===== src/rtl/unidade_controle_sequencia_pkg.sv =====
// State codes and the control-strobe bundle shared by the sequence-game controller.
// No latency and no backpressure; this file holds types and constants only.
package unidade_controle_sequencia_pkg;

    localparam int ESTADO_BITS = 4;

    typedef enum logic [ESTADO_BITS-1:0] {
        INICIAL           = 4'h0,
        PREPARACAO        = 4'h1,
        NOVA_SEQUENCIA    = 4'h2,
        ESPERA_JOGADA     = 4'h3,
        REGISTRA          = 4'h4,
        COMPARACAO        = 4'h5,
        PROXIMA_JOGADA    = 4'h6,
        PROXIMA_SEQUENCIA = 4'h7,
        FIM_ACERTOU       = 4'hA,
        FIM_TIMEOUT       = 4'hD,
        FIM_ERROU         = 4'hE
    } estado_t;

    typedef struct packed {
        logic zera_e;
        logic conta_e;
        logic zera_l;
        logic conta_l;
        logic zera_r;
        logic registra_r;
        logic zera_timer;
        logic conta_timer;
        logic pronto;
        logic acertou;
        logic errou;
        logic timeout;
    } ctrl_t;

    function automatic logic eh_fim(estado_t e);
        return (e == FIM_ACERTOU) || (e == FIM_TIMEOUT) || (e == FIM_ERROU);
    endfunction

endpackage


===== src/rtl/unidade_controle_sequencia.sv =====
// Moore controller for the memory-sequence game; a play pulse reaches its decision 2 edges later.
// No backpressure: strobes are decoded from state only, and end states wait for iniciar.
module unidade_controle_sequencia
    import unidade_controle_sequencia_pkg::*;
#(
    parameter int ESTADO_W    = ESTADO_BITS,
    parameter bit USA_TIMEOUT = 1'b1
) (
    input  logic                clock,
    input  logic                reset,
    input  logic                iniciar,
    input  logic                jogada_feita,
    input  logic                igual,
    input  logic                fim_sequencia,
    input  logic                ultima_sequencia,
    input  logic                fim_timer,
    output logic                zeraE,
    output logic                contaE,
    output logic                zeraL,
    output logic                contaL,
    output logic                zeraR,
    output logic                registraR,
    output logic                zera_timer,
    output logic                conta_timer,
    output logic                pronto,
    output logic                acertou,
    output logic                errou,
    output logic                timeout,
    output logic [ESTADO_W-1:0] db_estado
);

    estado_t estado;
    estado_t proximo;
    ctrl_t   ctrl;

    always_ff @(posedge clock) begin
        if (reset) begin
            estado <= INICIAL;
        end else begin
            estado <= proximo;
        end
    end

    always_comb begin
        proximo = estado;
        case (estado)
            INICIAL:           if (iniciar) proximo = PREPARACAO;
            PREPARACAO:        proximo = ESPERA_JOGADA;
            NOVA_SEQUENCIA:    proximo = ESPERA_JOGADA;
            ESPERA_JOGADA: begin
                // A play arriving together with the timeout still counts.
                if (jogada_feita) begin
                    proximo = REGISTRA;
                end else if (fim_timer && USA_TIMEOUT) begin
                    proximo = FIM_TIMEOUT;
                end
            end
            REGISTRA:          proximo = COMPARACAO;
            COMPARACAO: begin
                if (!igual) begin
                    proximo = FIM_ERROU;
                end else if (!fim_sequencia) begin
                    proximo = PROXIMA_JOGADA;
                end else if (ultima_sequencia) begin
                    proximo = FIM_ACERTOU;
                end else begin
                    proximo = PROXIMA_SEQUENCIA;
                end
            end
            PROXIMA_JOGADA:    proximo = ESPERA_JOGADA;
            PROXIMA_SEQUENCIA: proximo = NOVA_SEQUENCIA;
            FIM_ACERTOU,
            FIM_TIMEOUT,
            FIM_ERROU:         if (iniciar) proximo = PREPARACAO;
            default:           proximo = INICIAL;
        endcase
    end

    always_comb begin
        ctrl = '0;
        case (estado)
            PREPARACAO: begin
                ctrl.zera_e     = 1'b1;
                ctrl.zera_l     = 1'b1;
                ctrl.zera_r     = 1'b1;
                ctrl.zera_timer = 1'b1;
            end
            NOVA_SEQUENCIA: begin
                ctrl.zera_e     = 1'b1;
                ctrl.zera_r     = 1'b1;
                ctrl.zera_timer = 1'b1;
            end
            ESPERA_JOGADA:     ctrl.conta_timer = 1'b1;
            REGISTRA:          ctrl.registra_r  = 1'b1;
            PROXIMA_JOGADA: begin
                // Each play gets a fresh timeout window.
                ctrl.conta_e    = 1'b1;
                ctrl.zera_timer = 1'b1;
            end
            PROXIMA_SEQUENCIA: ctrl.conta_l = 1'b1;
            FIM_ACERTOU:       ctrl.acertou = 1'b1;
            FIM_TIMEOUT:       ctrl.timeout = 1'b1;
            FIM_ERROU:         ctrl.errou   = 1'b1;
            default:           ctrl = '0;
        endcase
        ctrl.pronto = eh_fim(estado);
    end

    assign zeraE       = ctrl.zera_e;
    assign contaE      = ctrl.conta_e;
    assign zeraL       = ctrl.zera_l;
    assign contaL      = ctrl.conta_l;
    assign zeraR       = ctrl.zera_r;
    assign registraR   = ctrl.registra_r;
    assign zera_timer  = ctrl.zera_timer;
    assign conta_timer = ctrl.conta_timer;
    assign pronto      = ctrl.pronto;
    assign acertou     = ctrl.acertou;
    assign errou       = ctrl.errou;
    assign timeout     = ctrl.timeout;
    assign db_estado   = ESTADO_W'(estado);

endmodule


===== config.mk =====
export PLATFORM = sky130hd
export DESIGN_NAME = unidade_controle_sequencia
export DESIGN_NICKNAME = d
export VERILOG_FILES = /design/src/rtl/unidade_controle_sequencia_pkg.sv /design/src/rtl/unidade_controle_sequencia.sv
export SDC_FILE = /design/constraint.sdc
export NUM_CORES = 1
export LEC_CHECK = 0
export ABC_AREA = 1
export CORE_AREA = 3 3 40 42
export DETAILED_ROUTE_END_ITERATION = 8
export DIE_AREA = 0 0 43 45
export PLACE_DENSITY_LB_ADDON = 0.08
export SLEW_MARGIN = 5
export SYNTH_ARGS = -nofsm -noshare
export SYNTH_HDL_FRONTEND = slang
export SYNTH_SLANG_ARGS = --single-unit

===== constraint.sdc =====
create_clock -name clock -period 1.5 [get_ports clock]
set_input_delay 0.3 -clock clock [delete_from_list [all_inputs] [get_ports clock]]
set_output_delay 0.3 -clock clock [all_outputs]
set_load 0.02 [all_outputs]

# Yosys cells after proc, flatten, opt, wreduce, memory -nomap -nowiden

Cells that the tools add are included.

Flip-flop bits (word level): 4
Latch bits: 0
Bits in writable memories: 0
Bits in read-only memories: 0
Bits of input ports: 8
Word-level logic and storage cells: 37
Memories: 0

$add $sub $neg: 0
$mul: 0
Divide/modulo/power cells: 0
Magnitude comparators: 0
Equal/unequal tests: 12
Shift-type cells: 0
Muxes and demuxes: 17
Bitwise operators: 0
Reductions and logical operators: 7

Operators by type and width:

| operator             | number |
|---|---|
| $mux W4              | 6 |
| $pmux W4 S6          | 1 |
| $eq A4 B3 Y1 const B | 4 |
| $eq A4 B4 Y1 const B | 3 |
| $mux W1              | 10 |
| $eq A4 B2 Y1 const B | 2 |
| $eq A4 B1 Y1 const B | 1 |
| $logic_not A4 Y1     | 1 |
| $reduce_or A4 Y1     | 1 |
| $ne A3 B3 Y1 const B | 1 |
| $reduce_or A3 Y1     | 1 |
| $logic_or A1 B1 Y1   | 2 |
| $ne A2 B1 Y1 const B | 1 |
| $reduce_and A2 Y1    | 1 |
| $reduce_or A2 Y1     | 1 |

# Logic depth before layout (Yosys ltp)

Gate-level depths: netlist of the first run.

Depth after elaboration: 4
Depth in mapped cells: 8
Mapped depth without buffers: 8

# Worst setup path before layout of the first run

OpenSTA, ideal clock, no wires.

Path type: register to output
From: reg estado[1], in the netlist db_estado[1]
To: out zeraR
Data arrival time: 1.491 ns
Slack: -0.291 ns
Stages on the path, launching flop included: 4
Path through: dfxtp_1 nand2_1 o21ai_0 buf_4

Cells in the longest elaborated chain, start to end: 3
Elaborated cells between the ends (all ways): 4
Classes of those cells: eq/ne: 2; mux: 1; reduce/logical: 1

Ends and longest elaborated chain:

| what                                                | line                             | source |
|---|---|---|
| start, declared                                     | unidade_controle_sequencia.sv:32 | `estado_t estado;` |
| start signal, assigned                              | unidade_controle_sequencia.sv:40 | `estado <= proximo;` |
| $eq A4 B2 Y1 / $eq A4 B1 Y1 (equally long branches) | -                                |  |
| $reduce_or A2 Y1 (no line) (*)                      | -                                |  |
| $mux W1 (*)                                         | -                                |  |
| end, declared                                       | unidade_controle_sequencia.sv:21 | `output logic zeraR,` |

Every way passes the cells marked *; elsewhere a longest branch is shown, timed or not.

# Final worst setup path of the first run

From: reg estado[0], in the netlist db_estado[0]
To: out pronto

Cells in the longest elaborated chain, start to end: 3
Elaborated cells between the ends (all ways): 5
Classes of those cells: eq/ne: 3; reduce/logical: 2

Ends and longest elaborated chain:

| what                   | line                                 | source |
|---|---|---|
| $eq A4 B4 Y1           | unidade_controle_sequencia_pkg.sv:37 | `return (e == FIM_ACERTOU) \|\| (e == FIM_TIMEOUT) \|\| (e == FIM_ERROU);` |
| $logic_or A1 B1 Y1     | unidade_controle_sequencia_pkg.sv:37 |  |
| $logic_or A1 B1 Y1 (*) | unidade_controle_sequencia_pkg.sv:37 |  |
| end, declared          | unidade_controle_sequencia.sv:25     | `output logic pronto,` |

Marks and branches as above.

==> impl_metrics.toml, run 1 <==
[run_status]
status = "finished, violations left"
failed_checks = "negative setup slack"

[cells_and_area]
largest_reg_flops = 4
drive_above_1_share_pct = 52.9
nNetsFinal = 129
area_delta_synth_final_pct = 122
n_fill_cell = 119
stdcell_count = 134
diodes = 0
layout_commonest_cell = "buf_4"
final_area_um2 = 895
register_area_um2 = 87.6
multi_input_area_um2 = 354
most-common-layout-cells = "buf_4, nand2_1, inv_1, clkdlybuf4s50_1, buf_6"

[min_path]
worstHoldPathCells = 3
hold_path_class = "flip-flop to flip-flop"

[critical_path]
crit_slowest_cell = "or3_4"
start_kind = "flip-flop"
cp.depth = 6
cp.buffers_inverters = 3
critical_path.cell_chain = "inv_4, nor2_4, nand2_1, inv_1, or3_4, buf_6"
cp_top_family = "simple AND/OR/NAND/NOR gates"
cp-end-kind = "output port"
r2r_cells = 10
arrival_ns = 1.33
critPathRequiredTime_ns = 1.20
crit_type = "flip-flop to output port"
slowest_delay_ns = 0.36
cp_max_fo = 4

[placed_design]
portBuffers = 23
dp.cells = 128
dpl_worst_slack_ns = -0.298
detailed_place_hpwl_um = 1100
gp_congestion = 0.749
postPlaceCellArea_um2 = 801

[clock_network]
clock-sinks = 4
postCtsHoldBufs = 0
cts_made_buffers = 3
clk_latency_ns = 0.23
cts_tree = "yes"
cts_buffer_depth = 2
htreeDepth = 1
path_clk_slew_ns = 0.04
root_buffer = "clkbuf_4"

[synth]
synthDistinctLibCells = 17
synth.mux.area_fraction_pct = 0
synthTopCellsByArea = "nand2_1, dfxtp_1, nor2_1"
yosysTopAreaCellShare_pct = 22.4
synth_area_per_cell_um2 = 5.44
synth_nets = 82
yosys.area_share.simple_pct = 58.7
synthAdderAreaFrac_pct = 0
synth-compound-area-share_pct = 8.39
synth_top_family_by_area = "simple AND/OR/NAND/NOR gates"
ys_seq_area_share_pct = 19.9
ys_ff_latch = 4
yosysTopAreaCell = "nand2_1"
synth_xor_area_share_pct = 0
yosys_warnings = 0
netlist_area_um2 = 403
netlist_instances = 74

[route]
viasPerCell = 4.57
drt_wl_total_um = 1430
first_iter_violations = 12
postRouteAntennaNets = 0
wl_per_cell_um = 10.7
drc_errors = 0
via_count = 613
firstDrtPassIters = 4

[grt]
grt_max_degree = 7
antenna_found_initial = 0
grt_usage_pct = 14.7
grt_pass1_vias = 560
gr-total-overflow = 0
grt_pass1_wl_um = 2150

[pwr]
totalPowerFinal_w = 0.00149
power.leakage_nw = 0.477
ir_drop_v = 0.00113
p_per_area_nw_per_um2 = 1660

[floorplanning]
chipWidth_um = 43
start_util_pct = 31.4
ios = 24
num_rows = 13
die_area_um2 = 1940
core_area_um2 = 1280
die_h_um = 45

[timing]
final_hold_viol_count = 0
fmax_mhz = 615
worstMarginPinSlew_ns = 0.211
post-route-period-util_pct = 108
drv_slew = 0
whs_ns = 0.614
clock_skew_ns = 0.00280
grt_setup_unrepaired = "yes"
finalSetupViolations = 1
slew_headroom_pct = 85.8
setup_ws_ns = -0.127
period_needed_ns = 1.63

[run]
maxCapViolCount = 0
[worst register-to-register path: stages (launching register included)]
cell	delay (ns)
dfxtp_2	0.33
buf_6	0.14
inv_1	0.06
buf_4	0.12
nor2_1	0.11
nand2_1	0.10
inv_2	0.08
nand2_1	0.05
nand2_1	0.08
nand3_1	0.09
a21oi_2	0.15
[synthesized netlist by cell type]
cell	number
a21oi_1	4
a21oi_2	1
buf_4	1
dfxtp_1	4
inv_1	11
inv_2	1
nand2_1	24
nand2_2	1
nand2_4	1
nand3_1	5
nand3_2	2
nand3b_1	1
nor2_1	13
nor2_4	1
nor3_1	2
o21ai_0	1
or3_1	1
[logic make-up (layout without fill, tap and decap cells)]
family,after synthesis,after routing
simple gates,51,51
buf+inv,13,58
compound gates,6,6
flops,4,4
[final cells by class]
class                           instances  share of cell area, %
Timing Repair Buffer                   43                   40.7
Multi-Input combinational cell         57                   39.6
Sequential cell                         4                   9.79
Inverter                               12                   5.31
Clock buffer                            3                   2.52
Tap cell                               15                   2.10
[layer usage]
| metal | global-route usage (%) | part of all wire, % | vias to the layer above |
|---|---|---|---|
| met5 | 0 | 0 | - |
| met1 | 16.6 | 40 | 273 |
| met4 | 5.42 | 1.1 | 0 |
| li1 | - | - | 324 |
| met2 | 28.7 | 54 | 14 |
| met3 | 1.20 | 4.6 | 2 |
[worst paths after layout]
kind,end,slack [ns],start
setup / recovery,pronto,-0.13,db_estado[0]
setup reg to reg,db_estado[2],0.13,db_estado[2]
hold / removal,db_estado[3],0.61,db_estado[3]
hold reg to reg,db_estado[3],0.61,db_estado[3]
[repair_timing]
action,4_1_cts,5_1_grt
pin swaps,1,5
gates resized for setup,56,29
setup buffers,1,2
endpoints found under the setup margin,16,13
[stage by stage]
stage	setup TNS [ns]	util (%)
2_1_floorplan	0	-
3_3_place_gp	-1.73	62.3
3_5_place_dp	-2.10	62.3
4_1_cts	-0.203	63.1
5_1_grt	-0.316	69.6
6_report	-0.127	69.6
[power by group]
part           internal, W  switching, W
Combinational     0.000536      0.000632
Sequential        0.000152     0.0000413
Clock            0.0000890     0.0000378
Total             0.000777      0.000711
(Power assumes the default switching activity.)
==> inputs of run 2 (changes only) <==
--- a/config.mk
+++ b/config.mk
@@ -10,7 +10,7 @@
 export DETAILED_ROUTE_END_ITERATION = 8
 export DIE_AREA = 0 0 43 45
 export PLACE_DENSITY_LB_ADDON = 0.08
-export SLEW_MARGIN = 5
+export SLEW_MARGIN = 10
 export SYNTH_ARGS = -nofsm -noshare
 export SYNTH_HDL_FRONTEND = slang
 export SYNTH_SLANG_ARGS = --single-unit
==> constraint.sdc (replaced) <==
create_clock -name clock -period 1.61 [get_ports clock]
set_input_delay 0.322 -clock clock [delete_from_list [all_inputs] [get_ports clock]]
set_output_delay 0.322 -clock clock [all_outputs]
set_load 0.02 [all_outputs]
==> run 2 against run 1 <==
The run now ends clean. Sequential power fell by 12%. Global-route usage rose by 0.60 points. Count of clock-buffer cells in the layout did not move. Flip-flop and latch count did not move. Utilization fell by 6.9 points. Register-to-register slack improved by 0.14 ns. First-iteration DRC count fell by 58%. Die area did not move. Critical path depth fell by 1. Non-clock buffer count did not move. Clock skew fell by 0.0025 ns.
==> impl_metrics.toml, run 2 (synthesis results as in run 1) <==
[grt]
grt_pass1_vias = 543
antenna_found_initial = 0
grt_max_degree = 7
gr-total-overflow = 0
grt_pass1_wl_um = 2170
grt_usage_pct = 15.3

[clock_network]
root_buffer = "clkbuf_4"
clk_latency_ns = 0.23
cts_made_buffers = 3
path_clk_slew_ns = 0.03
postCtsSetupBuffers = 0
cts_tree = "yes"
cts_buffer_depth = 2
clock-sinks = 4
postCtsHoldBufs = 0
htreeDepth = 1

[critical_path]
cp-end-kind = "output port"
start_kind = "flip-flop"
crit_type = "flip-flop to output port"
regToRegEndpoint = "db_estado[3]"
arrival_ns = 1.29
r2r_setup_slack_ns = 0.27
r2r_start = "db_estado[2]"
slowest_delay_ns = 0.38
cp_max_fo = 3
critPathRequiredTime_ns = 1.29
critical_path.cell_chain = "inv_2, nand2_2, nor2_1, or3_1, buf_6"
crit_slowest_cell = "or3_1"
r2r_cells = 9

[timing]
setup_ws_ns = 0.00122
period_needed_ns = 1.61
final_hold_viol_count = 0
slew_headroom_pct = 84.0
clock_skew_ns = 0.000289
fmax_mhz = 622
drv_slew = 0
finalSetupTns_ns = 0
finalSetupViolations = 0
grt_setup_unrepaired = "yes"
worstMarginPinSlew_ns = 0.238
post-route-period-util_pct = 99.9

[cells_and_area]
final_area_um2 = 806
largest_reg_flops = 4
diodes = 0
nNetsFinal = 129
area_delta_synth_final_pct = 100
most-common-layout-cells = "nand2_1, buf_4, nor2_1, inv_1, clkdlybuf4s50_1"
n_fill_cell = 145
drive_above_1_share_pct = 45.4

[pwr]
totalPowerFinal_w = 0.00119
p_seq_share_pct = 14.1
swShare_pct = 47.7
ir_drop_v = 0.000985
p_clk_share_pct = 10.1
power.leakage_nw = 0.471
p_per_area_nw_per_um2 = 1480
p_comb_share_pct = 75.8
intPower_w = 0.000623
netSwitchingPower_w = 0.000569

[min_path]
hold_path_class = "flip-flop to flip-flop"
min_from = "db_estado[2]"
hold_end = "db_estado[2]"
worstHoldPathCells = 3

[run_status]
status = "finished, final reports clean"

[floorplanning]
chipWidth_um = 43
start_util_pct = 31.4
num_rows = 13
ios = 24
core_area_um2 = 1280
die_area_um2 = 1940
die_h_um = 45

[placed_design]
portBuffers = 23
gp_congestion = 0.804
dpl_worst_slack_ns = -0.211
detailed_place_hpwl_um = 1060
postPlaceCellArea_um2 = 808

[route]
postRouteAntennaNets = 0
via_count = 584
firstDrtPassIters = 4
drc_errors = 0
drt_wl_total_um = 1250
wl_per_cell_um = 9.35
viasPerCell = 4.36
first_iter_violations = 5

[run]
maxCapViolCount = 0
==> run 2: cell count changes in the layout (fill, tap and decap cells not counted), moves of 2 or more <==
| cell | before | now |
|---|---|---|
| buf_2 | 3 | 5 |
| nor2_4 | 4 | 1 |
| buf_6 | 7 | 1 |
| nand2_4 | 4 | 1 |
| buf_4 | 20 | 23 |
| nor2_1 | 6 | 10 |
| nand2_1 | 19 | 23 |
==> run 2: cell type report <==
| class | count | area [um^2] | area share, % |
|---|---|---|---|
| repair buffers | 43 | 339 | 42.1 |
| multi-input cells | 57 | 295 | 36.6 |
| inverters | 12 | 45.0 | 5.59 |
| flip-flops and latches | 4 | 85.1 | 10.6 |
| well taps | 15 | 18.8 | 2.33 |
| clock buffers | 3 | 22.5 | 2.80 |
==> run 2: what timing repair did <==
action / 4_1_cts / 5_1_grt
pin swaps: 0 / 2
setup endpoints to repair: 14 / 13
gates cloned: 0 / 0
resized for setup: 42 / 21
==> run 2: worst max path at each step <==
stage                 start  endpoint  slack (ns)  depth (start not counted)
5_1_grt        db_estado[0]    pronto       -0.07                          5
4_1_cts        db_estado[0]    pronto       -0.05                          6
2_1_floorplan  db_estado[2]    pronto       0.008                          3
3_3_place_gp   db_estado[0]    pronto       -0.18                          5
3_5_place_dp   db_estado[0]    pronto       -0.21                          5
6_report       db_estado[0]    pronto       0.001                          5
==> run 2: power groups by stage <==
stage                     combinational (W)  sequential (W)  clock (W)
after global routing               0.000999        0.000172   0.000143
after detailed placement           0.000951        0.000160          0
after floorplan                    0.000439        0.000214          0
after CTS                          0.000879        0.000161   0.000129
final                              0.000904        0.000169   0.000120
after global placement             0.000946        0.000160          0
==> run 2: worst max-delay path, delay by kind of cell, from the launching register on <==
family | cells | cell delay, ns
and+or+nand+nor | 3 | 0.54
DFF | 1 | 0.32
buffers and inverters | 2 | 0.19
==> run 2: routing by layer <==
| metal | share of wire (%) | wire (um) | global-route usage, % | up-vias |
|---|---|---|---|---|
| met5 | 0 | 0 | 0 | - |
| li1 | - | - | - | 321 |
| met3 | 5.7 | 71 | 3.98 | 2 |
| met1 | 46 | 578 | 18.8 | 245 |
| met4 | 1.4 | 17 | 9.04 | 0 |
| met2 | 47 | 586 | 24.3 | 16 |
==> run 2: stage by stage <==
step | hold WS [ns] | instances | util, %
final | 0.603 | 134 | 62.7
after global routing | 0.633 | 134 | 62.7
after CTS | 0.607 | 134 | 63.6
after detailed placement | 0.598 | 131 | 62.9
after global placement | 0.599 | 131 | 62.9
after floorplan | 0.377 | 74 | -
